<file path="config.mk">
export PLATFORM = sky130hd
export DESIGN_NAME = sram_pixel_fetch
export DESIGN_NICKNAME = d
export VERILOG_FILES = /design/src/rtl/sram_pix_pkg.sv /design/src/rtl/sram_addr_gen.sv /design/src/rtl/sram_pixel_fetch.sv
export SDC_FILE = /design/constraint.sdc
export NUM_CORES = 1
export LEC_CHECK = 0
export BUFFER_PORTS_ARGS = -buffer_cell sky130_fd_sc_hd__buf_2
export CAP_MARGIN = 10
export CORE_UTILIZATION = 52
export CTS_CLUSTER_DIAMETER = 50
export DETAILED_ROUTE_END_ITERATION = 10
export GPL_TIMING_DRIVEN = 0
export PLACE_DENSITY = 0.84
export SLEW_MARGIN = 20
export SYNTH_ARGS = -nofsm -noshare
export SYNTH_HDL_FRONTEND = slang
export SYNTH_HIERARCHICAL = 1
export SYNTH_SLANG_ARGS = --single-unit
</file>
<file path="constraint.sdc">
create_clock -name iCLK -period 2 [get_ports iCLK]
set_input_delay 0.3 -clock iCLK [delete_from_list [all_inputs] [get_ports iCLK]]
set_output_delay 0.3 -clock iCLK [all_outputs]
set_load 0.005 [all_outputs]
</file>
<file path="src/rtl/sram_pix_pkg.sv">
// Shared types and constants for the SRAM pixel fetch stage.
// Holds the FSM state enum, RGB565 field positions and the default frame geometry.
package sram_pix_pkg;

    typedef enum logic [1:0] {
        IDLE = 2'd0,
        ARB  = 2'd1,
        READ = 2'd2,
        FILL = 2'd3
    } spf_state_e;

    localparam int DEF_IMG_W  = 640;
    localparam int DEF_IMG_H  = 480;
    localparam int DEF_ADDR_W = 20;

    // RGB565 word layout {R, G, B}
    localparam int R_MSB = 15;
    localparam int R_LSB = 11;
    localparam int G_MSB = 10;
    localparam int G_LSB = 5;
    localparam int B_MSB = 4;
    localparam int B_LSB = 0;

endpackage

</file>
<file path="src/rtl/sram_addr_gen.sv">
// Combinational pixel-to-word address map (Y*IMG_W + X) with frame bounds check.
module sram_addr_gen
    import sram_pix_pkg::*;
#(
    parameter int IMG_W  = DEF_IMG_W,
    parameter int IMG_H  = DEF_IMG_H,
    parameter int ADDR_W = DEF_ADDR_W
) (
    input  logic [9:0]        x_i,
    input  logic [9:0]        y_i,
    output logic [ADDR_W-1:0] addr_o,
    output logic              in_range_o
);

    // Product is formed at full address width so large rows cannot wrap early.
    assign addr_o     = ADDR_W'(y_i) * ADDR_W'(IMG_W) + ADDR_W'(x_i);
    assign in_range_o = ({22'd0, x_i} < 32'(IMG_W)) && ({22'd0, y_i} < 32'(IMG_H));

endmodule

</file>
<file path="src/rtl/sram_pixel_fetch.sv">
// Fetches one RGB565 pixel per request from the shared frame SRAM; out-of-frame requests get FILL_RGB.
// Optional one-entry last-hit cache enabled by defining SPF_LAST_HIT_EN.
module sram_pixel_fetch
    import sram_pix_pkg::*;
#(
    parameter int          IMG_W    = DEF_IMG_W,
    parameter int          IMG_H    = DEF_IMG_H,
    parameter int          ADDR_W   = DEF_ADDR_W,
    parameter int          RD_WAIT  = 2,
    parameter logic [15:0] FILL_RGB = 16'h0000
) (
    input  logic              iCLK,
    input  logic              iRST_N,
    input  logic              iREQ,
    input  logic [9:0]        iX,
    input  logic [9:0]        iY,
    input  logic              iFLUSH,
    output logic              oREADY,
    output logic [4:0]        oR,
    output logic [5:0]        oG,
    output logic [4:0]        oB,
    output logic              oBUSY,
    output logic              oDROP,
    output logic              oSRAM_REQ,
    input  logic              iSRAM_GNT,
    output logic [ADDR_W-1:0] oSRAM_ADDR,
    input  logic [15:0]       iSRAM_DQ,
    output logic              oSRAM_CE_N,
    output logic              oSRAM_OE_N,
    output logic              oSRAM_UB_N,
    output logic              oSRAM_LB_N,
    output logic              oSRAM_WE_N
);

    spf_state_e        state_q, state_d;
    logic [3:0]        cnt_q, cnt_d;
    logic [ADDR_W-1:0] addr_q, addr_d;
    logic              busy_q, busy_d;
    logic              ready_q, ready_d;
    logic              drop_q, drop_d;
    logic              req_q, req_d;
    logic              ce_n_q, ce_n_d;
    logic [15:0]       rgb_q, rgb_d;
    logic [15:0]       fill_q, fill_d;

    logic [ADDR_W-1:0] ag_addr;
    logic              ag_in_range;
    logic              accept;
    logic              capture;
    logic              hit;
    logic [15:0]       hit_rgb;

    sram_addr_gen #(
        .IMG_W  (IMG_W),
        .IMG_H  (IMG_H),
        .ADDR_W (ADDR_W)
    ) u_addr_gen (
        .x_i        (iX),
        .y_i        (iY),
        .addr_o     (ag_addr),
        .in_range_o (ag_in_range)
    );

    // busy_q stays high through the oREADY cycle, so it alone gates acceptance.
    assign accept  = iREQ && !busy_q;
    assign capture = (state_q == READ) && (cnt_q == 4'(RD_WAIT - 1));

`ifdef SPF_LAST_HIT_EN
    logic              cv_q, cv_d;
    logic              fs_q, fs_d;
    logic [ADDR_W-1:0] ca_q, ca_d;
    logic [15:0]       cd_q, cd_d;

    assign hit     = cv_q && !iFLUSH && (ca_q == ag_addr);
    assign hit_rgb = cd_q;

    always_comb begin
        cv_d = cv_q;
        ca_d = ca_q;
        cd_d = cd_q;
        fs_d = fs_q;
        if (accept) begin
            fs_d = iFLUSH;
        end else if (iFLUSH) begin
            fs_d = 1'b1;
        end
        // A flush seen anywhere during the read keeps stale data out of the cache.
        if (capture && !fs_q && !iFLUSH) begin
            cv_d = 1'b1;
            ca_d = addr_q;
            cd_d = iSRAM_DQ;
        end
        if (iFLUSH) begin
            cv_d = 1'b0;
        end
    end

    always_ff @(posedge iCLK or negedge iRST_N) begin
        if (!iRST_N) begin
            cv_q <= 1'b0;
            fs_q <= 1'b0;
            ca_q <= '0;
            cd_q <= '0;
        end else begin
            cv_q <= cv_d;
            fs_q <= fs_d;
            ca_q <= ca_d;
            cd_q <= cd_d;
        end
    end
`else
    logic unused_flush;
    assign unused_flush = iFLUSH;
    assign hit          = 1'b0;
    assign hit_rgb      = FILL_RGB;
`endif

    always_comb begin
        state_d = state_q;
        cnt_d   = cnt_q;
        addr_d  = addr_q;
        busy_d  = busy_q;
        ready_d = 1'b0;
        drop_d  = iREQ && busy_q;
        req_d   = req_q;
        ce_n_d  = ce_n_q;
        rgb_d   = rgb_q;
        fill_d  = fill_q;
        if (ready_q) begin
            busy_d = 1'b0;
        end
        case (state_q)
            IDLE: begin
                if (accept) begin
                    busy_d = 1'b1;
                    addr_d = ag_addr;
                    if (!ag_in_range) begin
                        state_d = FILL;
                        fill_d  = FILL_RGB;
                    end else if (hit) begin
                        state_d = FILL;
                        fill_d  = hit_rgb;
                    end else begin
                        state_d = ARB;
                        req_d   = 1'b1;
                    end
                end
            end
            ARB: begin
                if (iSRAM_GNT) begin
                    state_d = READ;
                    cnt_d   = '0;
                    ce_n_d  = 1'b0;
                end
            end
            READ: begin
                // Grant is not re-checked here; the arbiter never revokes mid-read.
                if (capture) begin
                    state_d = IDLE;
                    ready_d = 1'b1;
                    rgb_d   = iSRAM_DQ;
                    ce_n_d  = 1'b1;
                    req_d   = 1'b0;
                end else begin
                    cnt_d = cnt_q + 4'd1;
                end
            end
            FILL: begin
                state_d = IDLE;
                ready_d = 1'b1;
                rgb_d   = fill_q;
            end
            default: state_d = IDLE;
        endcase
    end

    always_ff @(posedge iCLK or negedge iRST_N) begin
        if (!iRST_N) begin
            state_q <= IDLE;
            cnt_q   <= '0;
            addr_q  <= '0;
            busy_q  <= 1'b0;
            ready_q <= 1'b0;
            drop_q  <= 1'b0;
            req_q   <= 1'b0;
            ce_n_q  <= 1'b1;
            rgb_q   <= '0;
            fill_q  <= '0;
        end else begin
            state_q <= state_d;
            cnt_q   <= cnt_d;
            addr_q  <= addr_d;
            busy_q  <= busy_d;
            ready_q <= ready_d;
            drop_q  <= drop_d;
            req_q   <= req_d;
            ce_n_q  <= ce_n_d;
            rgb_q   <= rgb_d;
            fill_q  <= fill_d;
        end
    end

    assign oREADY     = ready_q;
    assign oBUSY      = busy_q;
    assign oDROP      = drop_q;
    assign oR         = rgb_q[R_MSB:R_LSB];
    assign oG         = rgb_q[G_MSB:G_LSB];
    assign oB         = rgb_q[B_MSB:B_LSB];
    assign oSRAM_REQ  = req_q;
    assign oSRAM_ADDR = addr_q;
    assign oSRAM_CE_N = ce_n_q;
    assign oSRAM_OE_N = ce_n_q;
    assign oSRAM_UB_N = ce_n_q;
    assign oSRAM_LB_N = ce_n_q;
    assign oSRAM_WE_N = 1'b1;

endmodule
</file>
==> results by group, run 1 <==
Logic synthesis
  • Mapped Area: 0.002829 sq mm
  • Area leader, netlist: dfrtp_1
  • Synth area leaders: dfrtp_1, mux2_4, ha_1
  • Yosys warns: 6
  • Post-synthesis cell type count: 52
  • Yosys top cell area share: around two fifths
  • Seq cells post-synth: 47
  • Commonest cells in the netlist: dfrtp_1, ha_1, mux2_4
  • Number of flops mapped to enable cells by yosys: 0
  • Synth Instances: 233
  • Seq/Total Area, Yosys: 41.62%
  • FFs w/ async S/R, synth: 100.0%
  • Avg Inst Size Synth: 12.14 sq um
  • Mapped Nets: 297
  • Synth Flop Type: dfrtp_1
  • Count leader, synth: dfrtp_1

STA
  • Final setup margin: -374.6 ps
  • Final TNS setup: -2247 ps
  • Crit path time final: roughly 2400 ps
  • Actual slew at the worst max-slew pin: 561.4 ps
  • Slew Limit Fails: 0
  • Finish-stage setup viols: 7
  • Rel. slew slack: between 60% and 70%
  • Final Hold Viols: 10
  • Tcrit/Tclk final: 118.7%
  • FMAX: between 0.4 and 0.5 GHz
  • Unrepaired setup endpoints after global routing: true
  • WHS: -4.816 ps
  • Clock skew: 6.144 ps

Routing
  • Residual DRC: 0
  • DR WL/cell: between 10 and 15 um
  • Routed Antenna Nets: 0
  • WL final: 5769 um
  • Vias/cell: around 5.4
  • Total number of vias: 2,125
  • Detailed Routing Iterations Pass 1: 4
  • Initial drt markers: 110

Pwr
  • Combinational fraction of design power: 49.0%
  • Clock share of power: 13.3%
  • VDD IR-drop max: about 0.45 mV
  • Leak: 1.797 nW
  • PwrDens: 1216 mW/mm^2
  • Switching Power: ~1.5 mW
  • Internal power: between 2 and 3 mW
  • Switching part of the total power: 34.58%
  • Flop pwr share: 37.7%

GRT
  • Antenna violations before repair: 0
  • Grt ovf: 0
  • First-pass GRT wire length: 8894 um
  • Largest net degree at the start of global routing: 48
  • Tot GR Track Use: between 20% and 30%
  • Vias in the first global route: 2,009

Critical path
  • CP arrival: 2560 ps
  • Startpoint types: input port
  • Critical path type: in2reg
  • Worst Path Max Fanout: 3
  • CP required: about 2200 ps
  • Critical Path Sink Type: flip-flop

Floorplan
  • IO Pins: 86
  • # rows: 26
  • Initial Util: between 50% and 60%
  • Die area: 0.005740 sq mm
  • Die W: 75.76 um
  • Core area: 0.005172 sq mm
  • Die height: ~76 um

Clock network
  • Worst-path clk slew: 80 ps
  • TritonCTS clock tree: done
  • CTS Buffer Depth: 2
  • Clock Sinks: 47
  • H-tree depth: 2
  • Insertion delay to the later sink of the worst-skew pair: 300 ps
  • Clk Tree Root Cell: clkbuf_8
  • TritonCTS Buffers: 5

Placement
  • Hpwl dp: 4114 um
  • I/O Buffers: 76
  • Routability cong.: roughly 0.83

Min path
  • HP Class: in2async

Finish
  • Nets: 387
  • Layout cells sized above 1: 48.15%
  • Finished Core Util: 69.79%
  • Antenna cells: 0
  • Syn-to-layout area delta: 27.60%

Outcome
  • Status: finished, violations left
  • Failing checks: hold timing, setup timing

Flow run
  • Max_cap viols: 0
worst paths after layout:
| kind | slack (ps) | depth (start not counted) | from | end |
|---|---|---|---|---|
| setup / recovery | -370 | 11 | iY[3] | oSRAM_ADDR[17]$_DFFE_PN0P_ |
| hold / removal | -5 | 1 | iRST_N | oSRAM_ADDR[6]$_DFFE_PN0P_ |
| setup reg to reg | 300 | 5 | cnt_q[0]$_DFFE_PN0P_ | rgb_q[10]$_DFFE_PN0P_ |
| hold reg to reg | 490 | 1 | oREADY$_DFF_PN0_ | oBUSY$_DFF_PN0_ |
| max in group asynchronous | 1620 | 1 | iRST_N | oSRAM_CE_N$_DFFE_PN1P_ |
| min in group iCLK | 220 | 2 | iSRAM_DQ[6] | rgb_q[6]$_DFFE_PN0P_ |
critical path, cell delays in order:
cell,delay [ps]
buf_8,100
ha_4,230
ha_4,160
fa_2,360
buf_4,150
xnor2_2,140
or3b_4,420
nor4_4,190
nand2_1,100
xnor2_1,140
mux2_4,250
power groups by stage:
stage	sequential (mW)	combinational, mW	clock (mW)
floorplan	1.67	1.36	0
global placement	1.65	1.99	0
detailed placement	1.66	2.06	0
CTS	1.65	2.15	0.597
global route	1.71	2.35	0.636
finish	1.65	2.15	0.582
sequential cells by signal (all words and copies together) (netlist names):
name	count
cnt_q	4
oBUSY	1
oDROP	1
oREADY	1
oSRAM_ADDR	20
oSRAM_CE_N	1
oSRAM_REQ	1
rgb_q	16
state_q	2
cell families (layout without fill, tap and decap cells):
group / after synthesis / in the layout / synth area share [%]
buf+inv: 28 / 119 / 6.988
xor+xnor: 16 / 16 / 4.954
compound gates: 63 / 63 / 16.59
mux: 20 / 20 / 10.61
other cells: 1 / 1 / 0.1326
simple gates: 35 / 35 / 8.404
fa+ha+maj: 23 / 23 / 10.70
flops: 47 / 47 / 41.62
layout by cell type (no fill, tap or decap), types with 7 or more instances in the layout:
cell	netlist	routed
inv_1	9	9
ha_1	21	16
xor2_1	9	7
a21oi_1	13	10
buf_4	11	18
a22o_1	16	16
nor2_1	7	7
mux2_4	20	20
dfrtp_1	46	46
buf_2	3	75
area by class of cell:
cell class / count / area [sq um]
Tap cell: 70 / 87.58
Inverter: 9 / 33.78
Clock inverter: 1 / 8.758
Fill cell: 381 / 1563
Clock buffer: 7 / 86.33
Buffer: 18 / 158.9
Multi-Input combinational cell: 158 / 1590
Sequential cell: 47 / 1177
Timing Repair Buffer: 84 / 466.7
through the flow:
stage / hold slack, ps / setup WS (ps) / power, mW / instances / instance area (sq um)
floorplan: 4.409 / -488.8 / 3.033 / 233 / 2903
global placement: 472.3 / -737.2 / 3.645 / 379 / 3371
detailed placement: 478.5 / -747.3 / 3.723 / 379 / 3371
CTS: 198.2 / -362.3 / 4.405 / 393 / 3600
global route: 52.46 / -431.9 / 4.699 / 394 / 3610
finish: -4.816 / -374.6 / 4.388 / 394 / 3610
metal layers:
metal	wire length [um]	up-vias	global-route usage (%)
li1	-	1017	-
met1	2375	1039	24.70
met2	3048	58	36.97
met3	199	11	3.836
met4	145	0	10.49
met5	0	-	0
timing repair:
item	4_1_cts	5_1_grt
hold buffers	0	0
setup buffers	7	1
resized for setup	15	0
pin swaps	12	1
setup endpoints to repair	7	7
Note: power is estimated with default switching activity, not from simulation.
==> run 2: changes to the inputs <==
--- a/config.mk
+++ b/config.mk
@@ -7,13 +7,14 @@
 export LEC_CHECK = 0
 export BUFFER_PORTS_ARGS = -buffer_cell sky130_fd_sc_hd__buf_2
 export CAP_MARGIN = 10
-export CORE_UTILIZATION = 52
+export CORE_UTILIZATION = 50
 export CTS_CLUSTER_DIAMETER = 50
 export DETAILED_ROUTE_END_ITERATION = 10
 export GPL_TIMING_DRIVEN = 0
-export PLACE_DENSITY = 0.84
+export PLACE_DENSITY = 0.81
 export SLEW_MARGIN = 20
 export SYNTH_ARGS = -nofsm -noshare
 export SYNTH_HDL_FRONTEND = slang
 export SYNTH_HIERARCHICAL = 1
 export SYNTH_SLANG_ARGS = --single-unit
+export TNS_END_PERCENT = 5
==> run 2 against run 1 <==
Compared with the run above: the flow still finishes with violations (hold timing, setup timing); power fell by 0.71%; sequential power barely moved; fmax rose by 2.0%; clock power fell by 2%; sequential share of layout area rose by 0.068 points; first-iteration DRC count fell by 25%; global-route usage fell by 1.3 points; utilization fell by 4.0 points; final area fell by 0.21%; non-clock buffer count fell by 4; critical path type unchanged; critical endpoint is now oSRAM_ADDR[18]$_DFFE_PN0P_.
==> results by group, run 2 (synthesized netlist as in run 1, its figures left out) <==
Routing
  • Detailed Routing Iterations Pass 1: 4 (unchanged)
  • Vias/cell: 5.337 (-1.1%)
  • Residual DRC: 0 (unchanged)
  • Initial drt markers: 83 (-25%)
  • Total number of vias: 2,092 (-1.6%)
  • WL final: 5566 um (-3.5%)
  • Routed Antenna Nets: 0 (unchanged)
  • DR WL/cell: 14.20 um (-3.0%)

GRT
  • First-pass GRT wire length: 9356 um (+5.2%)
  • Vias in the first global route: 2,102 (+4.6%)
  • Grt ovf: 0 (unchanged)
  • Antenna violations before repair: 0 (unchanged)
  • Tot GR Track Use: 19.78% (-1.3 points)
  • Largest net degree at the start of global routing: 48 (unchanged)

Finish
  • Max reg flops: 20 (unchanged)
  • Antenna cells: 0 (unchanged)
  • Syn-to-layout area delta: 27.33%
  • Layout cells sized above 1: 49.06% (+0.91 points)
  • Commonest non-fill, non-tap cells in the layout: buf_2, dfrtp_1, mux2_4
  • Nets: 383 (-1.0%)
  • Most common cell after layout, fill and taps aside: buf_2
  • Design area: 0.003602 sq mm (-0.21%)
  • Fillers: 429 (+13%)

Pwr
  • VDD IR-drop max: 0.6004 mV (+34%)
  • Leak: 1.770 nW (-1.5%)
  • Switching Power: 1.532 mW (+0.96%)
  • Internal power: 2.825 mW (-1.6%)
  • Combinational fraction of design power: 49.0% (about the same)
  • Clock share of power: 13.1% (-0.2 points)
  • PwrDens: 1210 mW/mm^2 (-0.50%)
  • Total power draw: 4.357 mW (-0.71%)
  • Flop pwr share: 38.0% (+0.3 points)
  • Switching part of the total power: 35.16% (+0.58 points)

Placement
  • Area post-placement: 0.003373 sq mm (about the same)
  • Pre-CTS setup slack: -761.3 ps (-13.91 ps)
  • I/O Buffers: 76 (unchanged)
  • Hpwl dp: 4388 um (+6.6%)
  • Routability cong.: 0.8490 (+2.4%)

Clock network
  • TritonCTS clock tree: done
  • H-tree depth: 2 (unchanged)
  • CTS Buffer Depth: 2 (unchanged)
  • Clock Sinks: 47 (unchanged)
  • Insertion delay to the later sink of the worst-skew pair: 300 ps (about the same)
  • Post-CTS Hold Fix Bufs: 0 (unchanged)
  • Worst-path clk slew: 80 ps (about the same)
  • TritonCTS Buffers: 5 (unchanged)
  • Clk Tree Root Cell: clkbuf_8

Critical path
  • Critical Path Sink Type: flip-flop
  • CP required: 2190 ps (about the same)
  • Worst Path Max Fanout: 7 (+4)
  • Critical path type: in2reg
  • Startpoint types: input port
  • CP arrival: 2510 ps (-50 ps)

STA
  • Unrepaired setup endpoints after global routing: true
  • Final TNS setup: -1391 ps (+856.1 ps)
  • Actual slew at the worst max-slew pin: 557.9 ps (-3.565 ps)
  • Crit path time final: 2327 ps (-47.52 ps)
  • Final setup margin: -327.0 ps (+47.52 ps)
  • Slew Limit Fails: 0 (unchanged)
  • Clock skew: 5.372 ps (-0.7720 ps)
  • Rel. slew slack: 62.81% (+0.24 points)
  • Final Hold Viols: 30 (+20)
  • Finish-stage setup viols: 7 (unchanged)
  • FMAX: 0.4297 GHz (+2.0%)
  • WHS: -11.33 ps (-6.518 ps)
  • Tcrit/Tclk final: 116.4% (-2.4 points)

Floorplan
  • Initial Util: 51.69% (-3.0 points)
  • IO Pins: 86 (unchanged)
  • Core area: 0.005473 sq mm (+5.8%)
  • Die W: 77.22 um (+1.9%)
  • # rows: 27 (+3.8%)
  • Die area: 0.005963 sq mm (+3.9%)
  • Die height: 77.22 um (+1.9%)

Outcome
  • Status: finished, violations left
  • Failing checks: hold timing, setup timing

Min path
  • HP Class: in2async

Flow run
  • Max_cap viols: 0 (unchanged)
## run 2: cell count changes in the layout (fill, tap and decap cells not counted), moves of 2 or more
cell,previous run,this run
nor2_2,0,2
buf_4,18,16
clkinvlp_4,0,2
nor2_1,7,5
## run 2: repair_timing
action / 4_1_cts / 5_1_grt
pin swaps: 10 / 8
setup endpoints to repair: 7 / 7
resized for setup: 10 / 11
buffers inserted: 3 / 1
hold endpoints to repair: 0 / 0
## run 2: routing by layer
| layer | global-route usage [%] | vias up | part of all wire [%] |
|---|---|---|---|
| met5 | 0 | - | 0 |
| met4 | 7.547 | 0 | 1.7 |
| met3 | 3.333 | 10 | 3.4 |
| met2 | 35.75 | 59 | 52 |
| met1 | 23.17 | 1012 | 43 |
| li1 | - | 1011 | - |
## run 2: path summary, 6_finish.rpt
check                                           from                          to  slack [ps]  cells after the start
worst max-delay path                           iY[4]  oSRAM_ADDR[18]$_DFFE_PN0P_        -330                     10
worst min-delay path                          iRST_N   oSRAM_ADDR[6]$_DFFE_PN0P_         -10                      1
worst max register to register  cnt_q[0]$_DFFE_PN0P_       rgb_q[11]$_DFFE_PN0P_         240                      5
worst min register to register      oREADY$_DFF_PN0_             oBUSY$_DFF_PN0_         470                      1
max in group asynchronous                     iRST_N  oSRAM_ADDR[17]$_DFFE_PN0P_        1630                      1
min in group iCLK                        iSRAM_DQ[7]        rgb_q[7]$_DFFE_PN0P_         210                      2
## run 2: power by group through the flow
stage               Sequential, mW  Clock (mW)  Combinational, mW
detailed placement            1.66           0               2.09
finish                        1.65       0.569               2.13
CTS                           1.66       0.586               2.12
floorplan                     1.67           0               1.36
global route                  1.70       0.630               2.33
global placement              1.65           0               2.00
## run 2: stage by stage
stage | instances | utilization (%) | hold WS, ps
detailed placement | 381 | 61.64 | 459.2
CTS | 391 | 64.72 | 192.2
finish | 392 | 65.82 | -11.33
global placement | 381 | 61.64 | 461.5
floorplan | 233 | - | 4.409
global route | 392 | 65.82 | 33.44
## run 2: cell type report
cell class	instances	area (sq um)	share of cell area (%)
inverter	9	33.78	0.9378
clock inverter	3	23.77	0.6600
clock buffer	5	68.82	1.910
tap	72	90.09	2.501
buffer	18	165.2	4.585
timing repair buffer	80	429.2	11.91
sequential	47	1177	32.69
multi-input combinational	158	1614	44.81
## run 2: critical path, cell delays in order
cell and delay [ps]:
buf_2 120, ha_1 330, ha_4 300, a21o_1 210, a211o_1 300, o22a_1 210, xor2_2 230, nand3_2 100
xor2_1 150, mux2_4 260
